## config.mk

```make
export PLATFORM = sky130hd
export DESIGN_NAME = tlp_reg_responder
export DESIGN_NICKNAME = d
export VERILOG_FILES = /design/src/rtl/tlp_reg_responder.sv
export SDC_FILE = /design/constraint.sdc
export NUM_CORES = 1
export LEC_CHECK = 0
export CELL_PAD_IN_SITES_DETAIL_PLACEMENT = 0
export CELL_PAD_IN_SITES_GLOBAL_PLACEMENT = 1
export CORE_MARGIN = 2
export CORE_UTILIZATION = 40
export CTS_CLUSTER_DIAMETER = 50
export DETAILED_ROUTE_END_ITERATION = 16
export GPL_TIMING_DRIVEN = 0
export PLACE_DENSITY = 0.67
export SLEW_MARGIN = 20
export SYNTH_ARGS = -nofsm -noshare
export SYNTH_HDL_FRONTEND = slang
export SYNTH_SLANG_ARGS = --single-unit
```

## constraint.sdc

```tcl
create_clock -name pcieClk_in -period 3.95 [get_ports pcieClk_in]
set_input_delay 0.79 -clock pcieClk_in [delete_from_list [all_inputs] [get_ports pcieClk_in]]
set_output_delay 0.79 -clock pcieClk_in [all_outputs]
set_load 0.02 [all_outputs]
```

## src/rtl/tlp_reg_responder.sv

```systemverilog
`default_nettype none
// ============================================================================
// Module      : tlp_reg_responder (with tlp_xcvr_pkg)
// Description : Target-side TLP responder on the 64-bit Avalon-ST pipes.
//               It decodes single-DW 3DW MWr32/MRd32 requests hitting BAR0.
//               It maintains a small 32-bit register file. Every accepted
//               read gets a CplD on the tx pipe. All other TLPs are drained
//               to EOP with no side effects.
// Ports       : pcieClk_in/pcieRst_in   clock, sync active-high reset
//               cfgBusDev_in            bus/device number (completer ID)
//               rxData_in/rxSOP_in/rxEOP_in/rxValid_in/rxReady_out
//                                        Host->FPGA request pipe
//               txData_out/txSOP_out/txEOP_out/txValid_out/txReady_in
//                                        FPGA->Host completion pipe
// Revision    : 1.0 - initial release
// ============================================================================

package tlp_xcvr_pkg;
  // 8-bit bus number plus 5-bit device number.
  typedef logic [12:0] BusID;

  typedef enum logic [2:0] {
    SOP_NONE = 3'd0,
    SOP_BAR0 = 3'd1,
    SOP_BAR1 = 3'd2,
    SOP_BAR2 = 3'd3,
    SOP_BAR3 = 3'd4,
    SOP_BAR4 = 3'd5,
    SOP_BAR5 = 3'd6
  } SopBar;
endpackage

module tlp_reg_responder #(
  parameter int NUM_REGS = 16
) (
  input  logic                      pcieClk_in,
  input  logic                      pcieRst_in,
  input  tlp_xcvr_pkg::BusID        cfgBusDev_in,
  input  logic [63:0]               rxData_in,
  input  tlp_xcvr_pkg::SopBar       rxSOP_in,
  input  logic                      rxEOP_in,
  input  logic                      rxValid_in,
  output logic                      rxReady_out,
  output logic [63:0]               txData_out,
  output logic                      txSOP_out,
  output logic                      txEOP_out,
  output logic                      txValid_out,
  input  logic                      txReady_in
);

  localparam int          IDX_W       = $clog2(NUM_REGS);
  localparam logic [7:0]  C_FMT_MWR32 = 8'h40;
  localparam logic [7:0]  C_FMT_MRD32 = 8'h00;
  localparam logic [31:0] C_CPL_DW0   = 32'h4A00_0001;

  typedef enum logic [2:0] {
    IDLE  = 3'd0,
    HDR1  = 3'd1,
    WDATA = 3'd2,
    DRAIN = 3'd3,
    CPL0  = 3'd4,
    CPL1  = 3'd5,
    CPL2  = 3'd6
  } StateT;

  StateT             r_state;
  StateT             w_nextState;

  logic              r_rxReady;
  logic [63:0]       r_txData;
  logic              r_txSop;
  logic              r_txEop;
  logic              r_txValid;

  logic [7:0]        r_fmtType;
  logic [15:0]       r_reqId;
  logic [7:0]        r_tag;
  logic [3:0]        r_firstBe;
  logic [6:0]        r_addr;
  logic [31:0]       r_rdData;
  logic [31:0]       r_regs [NUM_REGS];

  logic              w_rxFire;
  logic              w_txFire;
  logic              w_isSop;
  logic              w_hdrAccept;
  logic              w_isRead;
  logic              w_rdLatch;
  logic              w_regWe;
  logic [IDX_W-1:0]  w_hdrIdx;
  logic [IDX_W-1:0]  w_wrIdx;
  logic [31:0]       w_wrData;
  logic [31:0]       w_cplDw1;
  logic [31:0]       w_cplDw2;
  logic              w_unusedRx;

  assign rxReady_out = r_rxReady;
  assign txData_out  = r_txData;
  assign txSOP_out   = r_txSop;
  assign txEOP_out   = r_txEop;
  assign txValid_out = r_txValid;

  assign w_rxFire    = rxValid_in && r_rxReady;
  assign w_txFire    = r_txValid && txReady_in;
  assign w_isSop     = (rxSOP_in != tlp_xcvr_pkg::SOP_NONE);
  assign w_hdrAccept = ((rxData_in[31:24] == C_FMT_MWR32) || (rxData_in[31:24] == C_FMT_MRD32))
                       && (rxData_in[9:0] == 10'd1)
                       && (rxSOP_in == tlp_xcvr_pkg::SOP_BAR0);
  assign w_isRead    = (r_fmtType == C_FMT_MRD32);
  assign w_hdrIdx    = rxData_in[IDX_W+1:2];

  // Status is always successful, BCM clear, byte count fixed at one DW.
  assign w_cplDw1    = {cfgBusDev_in, 3'b000, 3'b000, 1'b0, 12'd4};
  assign w_cplDw2    = {r_reqId, r_tag, 1'b0, r_addr};

  // Header fields not needed for decode (reserved bits, upper address).
  assign w_unusedRx  = ^rxData_in;

  // --------------------------------------------------------------------------
  // Next-state and write-strobe decode
  // --------------------------------------------------------------------------
  always_comb begin
    w_nextState = r_state;
    w_rdLatch   = 1'b0;
    w_regWe     = 1'b0;
    w_wrIdx     = w_hdrIdx;
    w_wrData    = rxData_in[63:32];
    case (r_state)
      IDLE: begin
        if (w_rxFire && w_isSop) begin
          if (rxEOP_in)         w_nextState = IDLE;
          else if (w_hdrAccept) w_nextState = HDR1;
          else                  w_nextState = DRAIN;
        end
      end
      HDR1: begin
        if (w_rxFire) begin
          if (w_isRead) begin
            w_rdLatch   = 1'b1;
            w_nextState = CPL0;
          end else if (rxData_in[2]) begin
            // Data sits in the upper DW of the address beat.
            w_regWe     = 1'b1;
            w_nextState = IDLE;
          end else if (rxEOP_in) begin
            // 3-beat write truncated after the header: discard.
            w_nextState = IDLE;
          end else begin
            w_nextState = WDATA;
          end
        end
      end
      WDATA: begin
        if (w_rxFire) begin
          w_regWe     = 1'b1;
          w_wrIdx     = r_addr[IDX_W+1:2];
          w_wrData    = rxData_in[31:0];
          w_nextState = rxEOP_in ? IDLE : DRAIN;
        end
      end
      DRAIN: begin
        if (w_rxFire && rxEOP_in) w_nextState = IDLE;
      end
      CPL0: begin
        if (w_txFire) w_nextState = CPL1;
      end
      CPL1: begin
        if (w_txFire) w_nextState = r_addr[2] ? IDLE : CPL2;
      end
      CPL2: begin
        if (w_txFire) w_nextState = IDLE;
      end
      default: w_nextState = IDLE;
    endcase
  end

  always_ff @(posedge pcieClk_in) begin
    if (pcieRst_in) r_state <= IDLE;
    else            r_state <= w_nextState;
  end

  // --------------------------------------------------------------------------
  // Datapath: header capture, register file, completion beats
  // --------------------------------------------------------------------------
  always_ff @(posedge pcieClk_in) begin
    if (pcieRst_in) begin
      r_rxReady <= 1'b0;
      r_txData  <= '0;
      r_txSop   <= 1'b0;
      r_txEop   <= 1'b0;
      r_txValid <= 1'b0;
      r_fmtType <= '0;
      r_reqId   <= '0;
      r_tag     <= '0;
      r_firstBe <= '0;
      r_addr    <= '0;
      r_rdData  <= '0;
      for (int i = 0; i < NUM_REGS; i++) r_regs[i] <= '0;
    end else begin
      // Ready follows the next state so rx is closed in the same cycle a
      // completion becomes pending.
      r_rxReady <= !((w_nextState == CPL0) || (w_nextState == CPL1) ||
                     (w_nextState == CPL2));

      if ((r_state == IDLE) && w_rxFire && w_isSop) begin
        r_fmtType <= rxData_in[31:24];
        r_reqId   <= rxData_in[63:48];
        r_tag     <= rxData_in[47:40];
        r_firstBe <= rxData_in[35:32];
      end

      if ((r_state == HDR1) && w_rxFire) r_addr <= rxData_in[6:0];

      // Snapshot so later writes cannot disturb an in-flight completion.
      if (w_rdLatch) r_rdData <= r_regs[w_hdrIdx];

      if (w_regWe) begin
        for (int b = 0; b < 4; b++) begin
          if (r_firstBe[b]) r_regs[w_wrIdx][8*b +: 8] <= w_wrData[8*b +: 8];
        end
      end

      if (w_rdLatch) begin
        r_txValid <= 1'b1;
        r_txSop   <= 1'b1;
        r_txEop   <= 1'b0;
        r_txData  <= {w_cplDw1, C_CPL_DW0};
      end else if (w_txFire) begin
        case (r_state)
          CPL0: begin
            r_txSop <= 1'b0;
            if (r_addr[2]) begin
              r_txData <= {r_rdData, w_cplDw2};
              r_txEop  <= 1'b1;
            end else begin
              r_txData <= {32'h0, w_cplDw2};
              r_txEop  <= 1'b0;
            end
          end
          CPL1: begin
            if (r_addr[2]) begin
              r_txValid <= 1'b0;
              r_txEop   <= 1'b0;
              r_txData  <= '0;
            end else begin
              r_txData  <= {32'h0, r_rdData};
              r_txEop   <= 1'b1;
            end
          end
          default: begin
            r_txValid <= 1'b0;
            r_txSop   <= 1'b0;
            r_txEop   <= 1'b0;
            r_txData  <= '0;
          end
        endcase
      end
    end
  end

endmodule
`default_nettype wire

```

==> results of run 1 <==
-- sequential cells by signal, indices dropped and copies added (netlist names) --
| register | cells |
|---|---|
| r_fmtType | 8 |
| txSOP_out | 1 |
| txEOP_out | 1 |
| r_regs | 512 |
| txData_out | 64 |
| r_firstBe | 4 |
| r_tag | 8 |
| r_state | 3 |
| r_rdData | 32 |
| r_reqId | 16 |
| txValid_out | 1 |
| rxReady_out | 1 |
| r_addr | 7 |
-- layout make-up --
type	instances	area, um2
multi-input cells	1515	11840
well taps	1040	1301
repair buffers	160	1579
clock inverters	53	543.0
inverters	9	33.78
fillers	6954	40020
clock buffers	102	2212
flip-flops and latches	658	18300
plain buffers	320	1384
-- per-layer routing --
metal / global-route usage / vias to the layer above / part of all wire
met5: 0 / - / 0
met4: 0.1677 / 0 / 0.052
met3: 0.08752 / 372 / 0.12
met2: 0.5412 / 1879 / 0.46
met1: 0.4296 / 13150 / 0.37
li1: - / 10670 / -
-- placed cells by master, fill, tap and decap left out, types with 11 or more instances in the layout --
cell / netlist / layout
edfxtp_1: 512 / 512
nor4_1: 314 / 314
nor3_1: 246 / 245
clkbuf_1: 202 / 213
clkdlybuf4s50_1: 0 / 152
dfxtp_1: 146 / 146
mux4_2: 128 / 128
nand2_1: 106 / 106
a31oi_1: 106 / 105
buf_2: 100 / 100
clkbuf_16: 0 / 86
a22oi_1: 84 / 84
a21oi_1: 82 / 80
nor2_1: 53 / 52
nand3_1: 45 / 45
o21ai_0: 40 / 40
a31o_2: 36 / 36
and4_1: 30 / 30
mux2i_1: 42 / 26
nor2b_1: 21 / 21
a22o_1: 21 / 21
o31ai_4: 0 / 19
clkinv_1: 4 / 16
mux2i_2: 0 / 16
o31ai_2: 0 / 14
nor3_2: 12 / 13
nand4_1: 13 / 13
o22ai_1: 12 / 12
clkinv_2: 0 / 12
inv_6: 0 / 11
-- path summary, 6_finish.rpt --
kind / start / end / slack (ps) / depth (start not counted)
setup / recovery: rxValid_in / r_regs[2][20]$_SDFFCE_PN0P_ / -40 / 7
hold / removal: r_fmtType[4]$_SDFFE_PP0P_ / r_fmtType[4]$_SDFFE_PP0P_ / 460 / 2
setup reg to reg: r_state[0]$_SDFF_PP0_ / r_regs[5][13]$_SDFFCE_PN0P_ / 190 / 7
hold reg to reg: r_fmtType[4]$_SDFFE_PP0P_ / r_fmtType[4]$_SDFFE_PP0P_ / 460 / 2
-- logic make-up (layout without fill, tap and decap cells) --
family,Yosys count,count (layout),share of synthesized area
compound gates,470,470,0.1020
simple gates,874,874,0.1574
xor+xnor,1,1,0.0002818
mux,170,170,0.1063
flops,658,658,0.5887
buf+inv,329,644,0.04533
-- worst max-delay path: cells and delay by family --
family	cells	cell delay (ps)
AOI/OAI and AO/OA	3	1320
buffers and inverters	3	1920
and+or+nand+nor	1	260
-- power by group through the flow --
stage	logic [mW]	clock network [mW]	registers, mW
final	1.60	7.68	7.73
after global routing	1.63	7.97	7.74
after CTS	1.53	7.68	7.72
after detailed placement	1.52	0	7.87
after global placement	1.49	0	7.86
after floorplan	0.789	0	7.83
-- through the flow --
stage | std cells | setup slack (ps) | total power, mW
after floorplan | 2502 | 966.2 | 8.618
after global placement | 3694 | -1512 | 9.346
after detailed placement | 3702 | -1236 | 9.383
after CTS | 3857 | -128.4 | 16.93
after global routing | 3857 | -28.11 | 17.34
final | 3857 | -43.68 | 17.01
==> qor.csv, run 1 <==
stage,metric,value,unit
detailed_routing,DRT iter0 DRCs,3633,
detailed_routing,Pre-antenna DRT Iters,5,
timing,final setup fails,32,
critical_path,Setup crit end kind,flop,
layout,# nets final,2833,
power,Clk pwr share,0.452,
die,cell row count,102,
layout,layout cell share with drive strength beyond 1,0.1761,
synthesis,Synth area leaders,"edfxtp_1 49%, dfxtp_1 9.4%, mux4_2 9.3%",
synthesis,most frequent cell after synthesis,edfxtp_1,
timing,RSZ-0062 raised after global routing,true,
detailed_routing,drt drc,0,
power,switching share of total power,0.2626,
power,combinational power share,0.094,
place,GPL Wtd Cong,1.061,
global_route,all-layer global routing usage,0.3391,
outcome,failing checks,setup timing,
clocking,hold_buf cts,0,
detailed_routing,Routed WL,136.7,mm
layout,Syn-to-layout area delta,19.66,%
job,Max-Cap Viols,0,
outcome,status,"complete, but fails checks",
clocking,H-tree lvl count,3,
power,P_int,12.54,mW
clocking,CTS tree,built,
layout,post-route cell area,37190,um2
power,Leak,11.38,nW
layout,number of antenna diodes,0,
synthesis,Netlist Area Pre-Place,31080,um2
clocking,Clock Sinks,658,
synthesis,Yosys top cell by area,edfxtp_1,
global_route,first-pass GRT wire length,189.1,mm
clocking,Post-CTS Setup Inserts,0,
power,maximum VDD drop,304.5,uV
critical_path,Setup Crit Path Kind,in2reg,
synthesis,Synthesized Nets,2587,
critical_path,Worst EP arrival,4300,ps
synthesis,syn_area_per_cell,12.42,um2
timing,PnR worst setup slack,-43.68,ps
timing,Relative slew margins,0.04981,
timing,Final Hold Fails,0,
power,power per cell area,457.3,nW/um2
die,Initial Util,0.4025,
critical_path,"slowest stage delay, CP",710,ps
timing,period utilisation layout,1.011,
power,Net Switching,4.467,mW
timing,final setup skew,39.28,ps
clocking,clk buf depth,3,
timing,minimum hold slack,455.1,ps
synthesis,area fraction of the dominant cell type after synthesis,0.4947,
synthesis,Post-synth EDFFs,512,
timing,Total Negative Setup Slacks,-598.3,ps
detailed_routing,vias,26080,
clocking,worst skew pair latency,680,ps
critical_path,Most common cell on crit path,clkbuf_1,
critical_path,worst-path cell chain,"clkdlybuf4s50_1, and3b_1, clkbuf_1, a21boi_1, o21ai_2, clkbuf_1, o31ai_4",
power,sequential share of power,0.454,
timing,Max Fclk,250.4,MHz
die,I/O pin total,153,
synthesis,Yosys cell types,62,
timing,min Tclk post-route,3994,ps
place,DP HPWL,104.0,mm
timing,worst-margin pin slew,1425,ps
place,port buffer count,152,
critical_path,startpoint types,input port,
layout,utilization after layout,0.4817,
global_route,antenna violations before repair,6,
synthesis,Post-synth top flop,edfxtp_1,
critical_path,Required @ worst endpoint,4260,ps
detailed_routing,via/cell ratio,6.761,
detailed_routing,Post-DRT Antenna Nets,0,
clocking,Worst-path clk slew,50,ps
clocking,CTS resizes,19,
clocking,CTS buffer count,84,
die,core area,77210,um2
global_route,largest net degree at the start of global routing,14,
global_route,vias in the first global route,25660,
die,Die Wd,282.8,um
detailed_routing,WL/cell,35.43,um
global_route,gr ovfl total,0,
synthesis,synth warn,0,
die,Die Footprint,79950,um2
synthesis,most common library cells after synthesis,"512 x edfxtp_1, 314 x nor4_1, 246 x nor3_1, 202 x clkbuf_1, 146 x dfxtp_1",
synthesis,Yosys reg bits,658,
synthesis,"Seq/Total Area, Yosys",0.5887,
timing,max-slew violations,0,
synthesis,Cells after Synth,2502,
die,die height,282.8,um
place,Placed Area,34130,um2
synthesis,ys async rst share,0,
critical_path,CP max FO,10,
hold_path,worst hold-check path type,reg2reg,
clocking,clock root cell,clkbuf_16,
critical_path,CP max stage cell,clkbuf_1,
Note: power is estimated with default switching activity, not from simulation.
==> run 2: changes to the inputs <==
Settings changed: CORE_UTILIZATION 40 to 50, PLACE_DENSITY 0.67 to 0.8.
==> qor.csv, run 2 (synthesis results as in run 1) <==
stage,metric,value,unit,change
layout,layout cell share with drive strength beyond 1,0.1699,,was 0.1761
global_route,gr ovfl total,0,,unchanged
die,die height,253.3,um,was 282.8 um
detailed_routing,via/cell ratio,7.221,,was 6.761
timing,Max Fclk,241.4,MHz,was 250.4 MHz
place,DP HPWL,97.47,mm,was 104.0 mm
clocking,CTS tree,built,,unchanged
hold_path,worst hold-check path type,reg2reg,,unchanged
outcome,failing checks,setup timing,,unchanged
clocking,H-tree lvl count,3,,unchanged
power,maximum VDD drop,332.5,uV,was 304.5 uV
timing,Final Hold Fails,0,,unchanged
place,port buffer count,152,,unchanged
layout,# nets final,2824,,was 2833
critical_path,Required @ worst endpoint,4260,ps,about the same
layout,max reg flops,512,,unchanged
layout,Largest Register,r_regs,,unchanged
detailed_routing,drt drc,0,,unchanged
layout,number of fill cells in the layout,4983,,was 6954
timing,RSZ-0062 raised after global routing,true,,unchanged
timing,max-slew violations,0,,unchanged
outcome,status,"complete, but fails checks",,unchanged
job,Max-Cap Viols,0,,unchanged
global_route,vias in the first global route,25740,,was 25660
detailed_routing,Routed WL,128.9,mm,was 136.7 mm
layout,"commonest non-fill, non-tap cell in the layout",edfxtp_1,,unchanged
die,Die Wd,253.3,um,was 282.8 um
die,Die Footprint,64170,um2,was 79950 um2
global_route,largest net degree at the start of global routing,14,,unchanged
critical_path,CP max FO,10,,unchanged
detailed_routing,DRT iter0 DRCs,3873,,was 3633
clocking,clk buf depth,3,,unchanged
detailed_routing,WL/cell,35.42,um,was 35.43 um
clocking,Post-CTS Setup Inserts,0,,unchanged
layout,post-route cell area,36670,um2,was 37190 um2
die,I/O pin total,153,,unchanged
place,GPL Wtd Cong,1.015,,was 1.061
clocking,Clock Sinks,658,,unchanged
timing,minimum hold slack,452.5,ps,was 455.1 ps
critical_path,Worst EP arrival,4450,ps,was 4300 ps
detailed_routing,vias,26270,,was 26080
power,Leak,11.26,nW,was 11.38 nW
clocking,CTS buffer count,78,,was 84
timing,PnR worst setup slack,-192.9,ps,was -43.68 ps
place,Placed Area,33860,um2,was 34130 um2
layout,Syn-to-layout area delta,17.98,%,was 19.66%
power,power per cell area,449.6,nW/um2,was 457.3 nW/um2
timing,min Tclk post-route,4143,ps,was 3994 ps
timing,final setup fails,51,,was 32
detailed_routing,Post-DRT Antenna Nets,0,,unchanged
detailed_routing,Pre-antenna DRT Iters,8,,was 5
die,core area,61600,um2,was 77210 um2
critical_path,startpoint types,input port,,unchanged
global_route,first-pass GRT wire length,181.6,mm,was 189.1 mm
die,cell row count,91,,was 102
clocking,worst skew pair latency,650,ps,was 680 ps
timing,period utilisation layout,1.049,,was 1.011
global_route,antenna violations before repair,5,,was 6
die,Initial Util,0.5046,,was 0.4025
layout,most frequent cells in the layout,"512 x edfxtp_1, 314 x nor4_1, 245 x nor3_1",,unchanged
layout,number of antenna diodes,0,,unchanged
timing,Relative slew margins,0.1415,,was 0.04981
clocking,Worst-path clk slew,60,ps,was 50 ps
global_route,all-layer global routing usage,0.4023,,was 0.3391
clocking,clock root cell,clkbuf_16,,unchanged
timing,final setup skew,44.12,ps,was 39.28 ps
clocking,hold_buf cts,0,,unchanged
critical_path,Setup Crit Path Kind,in2reg,,unchanged
timing,worst-margin pin slew,1288,ps,was 1425 ps
critical_path,Setup crit end kind,flop,,unchanged
run 2: layer usage:
metal	up-vias	global-route usage	wire length [um]
li1	10680	-	-
met1	12970	0.5073	44930
met2	2192	0.6256	58550
met3	425	0.1275	18300
met4	2	0.2051	7079
met5	-	0	13
run 2: repair_timing:
| action | CTS | global route |
|---|---|---|
| pin swaps | 0 | 1 |
| resized for setup | 11 | 23 |
| endpoints found under the setup margin | 80 | 202 |
run 2: power by group:
| part | internal (mW) | switching (mW) |
|---|---|---|
| sequential | 7.64 | 0.0835 |
| clock | 4.14 | 3.05 |
| combinational | 0.452 | 1.12 |
| total | 12.2 | 4.25 |
run 2: critical path, cell delays in order:
cell	delay [ps]
clkdlybuf4s50_1	630
and3b_1	260
clkbuf_1	510
a21boi_1	400
o21ai_2	660
clkbuf_1	950
o31ai_4	230
run 2: through the flow:
step	utilization	total power [mW]	instances	setup WS, ps	setup TNS (ps)
finish	0.5953	16.49	3638	-192.9	-4883
global route	0.5953	16.75	3638	-77.67	-1140
CTS	0.5920	16.35	3637	-30.41	-206.5
detailed placement	0.5497	9.340	3495	-965.6	-232570
global placement	0.5463	9.296	3491	-1278	-379250
floorplan	-	8.618	2502	966.2	0
run 2: final cells by class:
class                   instances  area [um2]  share of cell area
flip-flops and latches        658       18300              0.4990
multi-input cells            1515       11810              0.3220
clock buffers                 103        2191             0.05974
repair buffers                157        1570             0.04282
plain buffers                 320        1376             0.03753
well taps                     837        1047             0.02856
clock inverters                39       347.8            0.009485
inverters                       9       33.78           0.0009212
run 2: final timing paths:
path                              from                           to  slack [ps]  depth (start not counted)
min reg2reg  r_fmtType[3]$_SDFFE_PP0P_    r_fmtType[3]$_SDFFE_PP0P_         450                          2
min          r_fmtType[3]$_SDFFE_PP0P_    r_fmtType[3]$_SDFFE_PP0P_         450                          2
max reg2reg     rxReady_out$_SDFF_PP0_  r_regs[1][13]$_SDFFCE_PN0P_         130                          6
max                         rxValid_in  r_regs[1][13]$_SDFFCE_PN0P_        -190                          7
